<file path="src/rtl/bmem_arbiter_if.sv">
`default_nettype none
// ============================================================================
// Module   : bmem_arbiter_if
// Purpose  : Cache-miss request ports plus the dut side of the burst memory.
// Revision : 1.0 - initial release
// ============================================================================
interface bmem_arbiter_if #(
    parameter int BEATS = 4
);
    localparam int LINE_W = 64 * BEATS;

    logic [31:0]       i_addr;
    logic              i_read;
    logic [LINE_W-1:0] i_rdata;
    logic              i_resp;

    logic [31:0]       d_addr;
    logic              d_read;
    logic              d_write;
    logic [LINE_W-1:0] d_wdata;
    logic [LINE_W-1:0] d_rdata;
    logic              d_resp;

    logic [31:0]       bmem_addr;
    logic              bmem_read;
    logic              bmem_write;
    logic [63:0]       bmem_wdata;
    logic [63:0]       bmem_rdata;
    logic              bmem_resp;

    // slave: the arbiter itself; master: caches plus memory as seen by a bench
    modport slave (
        input  i_addr, i_read, d_addr, d_read, d_write, d_wdata,
        input  bmem_rdata, bmem_resp,
        output i_rdata, i_resp, d_rdata, d_resp,
        output bmem_addr, bmem_read, bmem_write, bmem_wdata
    );

    modport master (
        output i_addr, i_read, d_addr, d_read, d_write, d_wdata,
        output bmem_rdata, bmem_resp,
        input  i_rdata, i_resp, d_rdata, d_resp,
        input  bmem_addr, bmem_read, bmem_write, bmem_wdata
    );
endinterface
`default_nettype wire

</file>
<file path="src/rtl/bmem_arbiter.sv">
`default_nettype none
// ============================================================================
// Module   : bmem_arbiter
// Purpose  : Round-robin icache/dcache arbiter sequencing 4-beat bmem bursts.
// Revision : 1.0 - initial release
// ============================================================================
module bmem_arbiter #(
    parameter int BEATS = 4
) (
    input  wire logic      clk,
    input  wire logic      rst,
    bmem_arbiter_if.slave  bus
);
    localparam int         LINE_W    = 64 * BEATS;
    localparam logic [1:0] LAST_BEAT = 2'(BEATS - 1);
    localparam logic       OWN_I     = 1'b0;
    localparam logic       OWN_D     = 1'b1;

    typedef enum logic [1:0] {
        IDLE     = 2'd0,
        RD_BURST = 2'd1,
        WR_BURST = 2'd2,
        DONE     = 2'd3
    } state_t;

    state_t            state_q,  state_d;
    logic [1:0]        beat_q,   beat_d;
    logic              owner_q,  owner_d;
    logic              last_q,   last_d;
    logic [31:0]       addr_q,   addr_d;
    logic [LINE_W-1:0] line_q,   line_d;
    logic [LINE_W-1:0] irdata_q, irdata_d;
    logic [LINE_W-1:0] drdata_q, drdata_d;

    logic                      w_i_pend;
    logic                      w_d_pend;
    logic                      w_grant_d;
    logic [$clog2(LINE_W)-1:0] w_beat_lsb;

    assign w_i_pend   = bus.i_read;
    assign w_d_pend   = bus.d_read | bus.d_write;
    // On a tie, dcache wins only if icache was the previous owner
    assign w_grant_d  = w_d_pend && (!w_i_pend || (last_q == OWN_I));
    assign w_beat_lsb = {beat_q, 6'b0};

    always_comb begin
        state_d  = state_q;
        beat_d   = beat_q;
        owner_d  = owner_q;
        last_d   = last_q;
        addr_d   = addr_q;
        line_d   = line_q;
        irdata_d = irdata_q;
        drdata_d = drdata_q;

        case (state_q)
            IDLE: begin
                if (w_i_pend || w_d_pend) begin
                    owner_d = w_grant_d ? OWN_D : OWN_I;
                    addr_d  = (w_grant_d ? bus.d_addr : bus.i_addr) & ~32'h1F;
                    beat_d  = 2'd0;
                    state_d = (w_grant_d && bus.d_write) ? WR_BURST : RD_BURST;
                end
            end
            RD_BURST: begin
                if (bus.bmem_resp) begin
                    line_d[w_beat_lsb +: 64] = bus.bmem_rdata;
                    beat_d = beat_q + 2'd1;
                    if (beat_q == LAST_BEAT) begin
                        state_d = DONE;
                        // Publish the full line so it is visible during DONE
                        if (owner_q == OWN_D) begin
                            drdata_d = line_d;
                        end else begin
                            irdata_d = line_d;
                        end
                    end
                end
            end
            WR_BURST: begin
                if (bus.bmem_resp) begin
                    beat_d = beat_q + 2'd1;
                    if (beat_q == LAST_BEAT) begin
                        state_d = DONE;
                    end
                end
            end
            DONE: begin
                last_d  = owner_q;
                state_d = IDLE;
            end
            default: state_d = IDLE;
        endcase
    end

    always_ff @(posedge clk or posedge rst) begin
        if (rst) begin
            state_q  <= IDLE;
            beat_q   <= 2'd0;
            owner_q  <= OWN_I;
            last_q   <= OWN_D;
            addr_q   <= '0;
            line_q   <= '0;
            irdata_q <= '0;
            drdata_q <= '0;
        end else begin
            state_q  <= state_d;
            beat_q   <= beat_d;
            owner_q  <= owner_d;
            last_q   <= last_d;
            addr_q   <= addr_d;
            line_q   <= line_d;
            irdata_q <= irdata_d;
            drdata_q <= drdata_d;
        end
    end

    assign bus.bmem_read  = (state_q == RD_BURST);
    assign bus.bmem_write = (state_q == WR_BURST);
    assign bus.bmem_addr  = addr_q;
    assign bus.bmem_wdata = (state_q == WR_BURST) ? bus.d_wdata[w_beat_lsb +: 64] : 64'd0;
    assign bus.i_resp     = (state_q == DONE) && (owner_q == OWN_I);
    assign bus.d_resp     = (state_q == DONE) && (owner_q == OWN_D);
    assign bus.i_rdata    = irdata_q;
    assign bus.d_rdata    = drdata_q;

endmodule
`default_nettype wire

</file>
<file path="src/flat_wrapper.sv">
// flat-port wrapper written by rule: the top's interface ports become plain ports
module bmem_arbiter_flat 
#(
    parameter int BEATS = 4
)
  (clk, rst, bus_i_addr, bus_i_read, bus_d_addr, bus_d_read, bus_d_write, bus_d_wdata, bus_bmem_rdata, bus_bmem_resp, bus_i_rdata, bus_i_resp, bus_d_rdata, bus_d_resp, bus_bmem_addr, bus_bmem_read, bus_bmem_write, bus_bmem_wdata);
  bmem_arbiter_if #(.BEATS(BEATS)) bus_i ();
  input  wire logic clk;
  input  wire logic rst;
  input wire logic [$bits(bus_i.i_addr)-1:0] bus_i_addr;
  input wire logic [$bits(bus_i.i_read)-1:0] bus_i_read;
  input wire logic [$bits(bus_i.d_addr)-1:0] bus_d_addr;
  input wire logic [$bits(bus_i.d_read)-1:0] bus_d_read;
  input wire logic [$bits(bus_i.d_write)-1:0] bus_d_write;
  input wire logic [$bits(bus_i.d_wdata)-1:0] bus_d_wdata;
  input wire logic [$bits(bus_i.bmem_rdata)-1:0] bus_bmem_rdata;
  input wire logic [$bits(bus_i.bmem_resp)-1:0] bus_bmem_resp;
  output wire logic [$bits(bus_i.i_rdata)-1:0] bus_i_rdata;
  output wire logic [$bits(bus_i.i_resp)-1:0] bus_i_resp;
  output wire logic [$bits(bus_i.d_rdata)-1:0] bus_d_rdata;
  output wire logic [$bits(bus_i.d_resp)-1:0] bus_d_resp;
  output wire logic [$bits(bus_i.bmem_addr)-1:0] bus_bmem_addr;
  output wire logic [$bits(bus_i.bmem_read)-1:0] bus_bmem_read;
  output wire logic [$bits(bus_i.bmem_write)-1:0] bus_bmem_write;
  output wire logic [$bits(bus_i.bmem_wdata)-1:0] bus_bmem_wdata;
  assign bus_i.i_addr = bus_i_addr;
  assign bus_i.i_read = bus_i_read;
  assign bus_i.d_addr = bus_d_addr;
  assign bus_i.d_read = bus_d_read;
  assign bus_i.d_write = bus_d_write;
  assign bus_i.d_wdata = bus_d_wdata;
  assign bus_i.bmem_rdata = bus_bmem_rdata;
  assign bus_i.bmem_resp = bus_bmem_resp;
  assign bus_i_rdata = bus_i.i_rdata;
  assign bus_i_resp = bus_i.i_resp;
  assign bus_d_rdata = bus_i.d_rdata;
  assign bus_d_resp = bus_i.d_resp;
  assign bus_bmem_addr = bus_i.bmem_addr;
  assign bus_bmem_read = bus_i.bmem_read;
  assign bus_bmem_write = bus_i.bmem_write;
  assign bus_bmem_wdata = bus_i.bmem_wdata;
  bmem_arbiter #(.BEATS(BEATS)) u_core (.clk(clk), .rst(rst), .bus(bus_i));
endmodule
</file>
<file path="config.mk">
export PLATFORM = sky130hd
export DESIGN_NAME = bmem_arbiter_flat
export DESIGN_NICKNAME = d
export VERILOG_FILES = /design/src/rtl/bmem_arbiter_if.sv /design/src/rtl/bmem_arbiter.sv /design/src/flat_wrapper.sv
export SDC_FILE = /design/constraint.sdc
export NUM_CORES = 2
export LEC_CHECK = 0
export BUFFER_PORTS_ARGS = -buffer_cell sky130_fd_sc_hd__buf_4
export CORE_AREA = 4 4 393 395
export CTS_CLUSTER_DIAMETER = 30
export CTS_CLUSTER_SIZE = 25
export DETAILED_ROUTE_END_ITERATION = 10
export DIE_AREA = 0 0 397 399
export PLACE_DENSITY = 0.51
export SETUP_SLACK_MARGIN = 0.4
export SLEW_MARGIN = 25
export SYNTH_ARGS = -nofsm -noshare
export SYNTH_HDL_FRONTEND = slang
export SYNTH_SLANG_ARGS = --single-unit
export TNS_END_PERCENT = 100
</file>
<file path="constraint.sdc">
create_clock -name clk -period 35.2 [get_ports clk]
set_clock_uncertainty 0.1 [all_clocks]
set_input_delay 5.28 -clock clk [delete_from_list [all_inputs] [get_ports clk]]
set_output_delay 5.28 -clock clk [all_outputs]
set_load 0.02 [all_outputs]
</file>
==> flow_summary_export.csv <==
group,metric,value,unit
power,p_total,0.00395,W
sta,final-max-slew-violation-count,0,
synth,ys_types,34,
floorplan,dieArea,158000,sq um
clock_tree,post_cts_buffers,0,
sta,slew_headroom,0.290,
sta,tightest_slew,1070,ps
floorplan,num_io_pins,1002,
clock_tree,cts_tree,"done",
global_routing,grt_usage,0.200,
detailed_routing,drt_wl_total,163000,microns
sta,min_period,11740,ps
clock_tree,cts_root_buf,"clkbuf_16",
critical_path,ff2ff_path_depth,6,
clock_tree,cts_hold_buf,0,
floorplan,rows,143,
sta,fin_tns_setup,0,ps
worst_hold_path,holdCritPathClass,"reg2reg",
critical_path,cp.required,29820,ps
final_layout,drive_gt1_frac,0.356,
global_routing,antenna_found_initial,43,
synth,async_flop_share,1.00,
global_routing,grt_pass1_wl,225000,microns
sta,setup_ws,23460,ps
floorplan,die_height,399,microns
synth,seq_area_frac_synth,0.586,
placement,place_inst,5732,
global_routing,grt_pass1_vias,28100,
power,ir_worst_vdd,0.0000578,V
critical_path,startpoint_type,"input pin",
detailed_routing,first_pass_iters,5,
global_routing,grtUsageMet2,0.355,
final_layout,layout_common_cells,"1,022 x buf_4, 734 x dfrtp_1, 480 x nand2_1",
final_layout,nFillCells,15600,
worst_hold_path,min_path_cells,2,
critical_path,critical_path_class,"in2out",
worst_hold_path,hp-start,"u_core.bus.d_rdata[108]",
run_status,outcome,"finished, final reports clean",
synth,synth_edf_count,0,
power,p_leak,22.4,nW
detailed_routing,vias_per_cell,4.52,
global_routing,grt_use_met1,0.213,
placement,port_buffers,986,
floorplan,die_w,397,microns
placement,hpwl,116000,microns
critical_path,cp-end-kind,"output port",
synth,postSynthCellCount,2980,
global_routing,top_usage_layer,"met2",
sta,finalHoldWorstSlack,374,ps
flow_run,max_cap_violations,0,
clock_tree,ctsResizeCount,0,
global_routing,grt_use_met3,0.0739,
detailed_routing,drc_errors,0,
clock_tree,cts_sinks,737,
power,power.density,83.5,nW/um^2
synth,yosys_warnings,0,
final_layout,area_growth,50.4,%
final_layout,stdcell_count,6101,
synth,ys_seq_elements,737,
synth,yosys_most_used_dff,"dfrtp_1",
sta,hold_violations,0,
final_layout,nets,4294,
detailed_routing,drt-initial-drc-count,1947,
placement,preCtsSetupSlack,23490,ps
sta,fmax,85.2,MHz
floorplan,initial_core_util,0.208,
sta,grt_setup_unrepaired,"no",
critical_path,critical_path.startpoint,"bus_d_wdata[221]",
detailed_routing,antenna_left,0,
synth,syn_area_per_cell,10.6,sq um
detailed_routing,via_count,27600,
synth,synthesis.area,31500,sq um
clock_tree,clk_transition_reported_paths,40,ps
global_routing,overflow,0,
detailed_routing,post_drt_wl_per_cell,26.8,microns
critical_path,path_max_fanout,1,
global_routing,grt_max_degree,148,
placement,place_congestion,0.881,
clock_tree,clock_latency,770,ps
floorplan,core,151000,sq um
clock_tree,cts_made_buffers,188,
clock_tree,clockBufferDepth,3,
critical_path,rr_startpoint,"u_core.beat_q[0]",
clock_tree,htreeDepth,4,
critical_path,critPathArrivalTime,6360,ps
sta,period_share,0.334,
final_layout,layout_commonest_cell,"buf_4",
sta,finalSetupViolations,0,
-- through the flow --
stage	util	instance area, sq um
finish	0.313	47400
global placement	0.268	40600
detailed placement	0.268	40600
floorplan	-	31500
CTS	0.313	47300
global route	0.313	47300
-- worst max-delay path, stage by stage --
cell    delay (ps)
buf_4          110
mux4_2         590
and2_1         210
buf_4          150
-- cells in the mapped netlist, types with 29 or more instances --
master     instances  area (sq um)
dfrtp_1          736         18400
nand2_1          480          1800
o21ai_0          411          2060
a21oi_1          321          1610
a22o_1           192          1680
buf_2            147           736
clkbuf_1         138           518
nor2b_1          133           832
nand3_1           68           340
a2bb2oi_1         67           587
and2_1            65           407
nor2_1            65           244
mux4_2            64          1440
mux2i_1           29           290
-- registers in the layout (all words and copies together) (netlist names) --
signal and count:
u_core.state_q 2, u_core.line_q 192, u_core.last_q 1, u_core.bus.bmem_addr 27, u_core.bus.d_rdata 256, u_core.beat_q 2, u_core.bus.i_rdata 256, u_core.owner_q 1
-- cell families after synthesis --
logic type | count (synthesis) | share of synthesized area
fa+ha+maj | 11 | 0.00437
buf+inv | 318 | 0.0461
mux | 95 | 0.0557
flops | 737 | 0.586
compound gates | 994 | 0.189
other cells | 1 | 0.000119
simple gates | 824 | 0.119
-- power breakdown --
group	leakage [nW]	total, W	switching, W	internal [W]
Sequential	10.1	0.00111	0.000110	0.00100
Combinational	9.05	0.00104	0.000639	0.000401
Clock	3.26	0.00180	0.000559	0.00124
-- final timing paths --
kind / end / slack, ps
worst max-delay path: bus_bmem_wdata[29] / 23460
worst min-delay path: u_core.bus.d_rdata[108] / 370
worst max register to register: u_core.bus.i_rdata[44] / 30550
worst min register to register: u_core.bus.d_rdata[108] / 370
max in group asynchronous: u_core.bus.i_rdata[162] / 26650
min in group asynchronous: u_core.bus.i_rdata[253] / 4480
-- metal layers --
metal,up-vias,routed length [microns]
met5,-,13
li1,12300,-
met1,13800,58200
met2,1187,84100
met3,232,14700
met4,2,6310
-- final cells by class --
| cell class | count | area, sq um | area share |
|---|---|---|---|
| timing repair buffer | 1030 | 7790 | 0.164 |
| tap | 2030 | 2540 | 0.0536 |
| clock inverter | 98 | 1400 | 0.0295 |
| multi-input combinational | 1929 | 11800 | 0.249 |
| clock buffer | 247 | 5300 | 0.112 |
| antenna | 23 | 57.6 | 0.00122 |
| sequential | 737 | 18500 | 0.390 |
| inverter | 7 | 38.8 | 0.000819 |
Note: power is estimated with default switching activity, not from simulation.
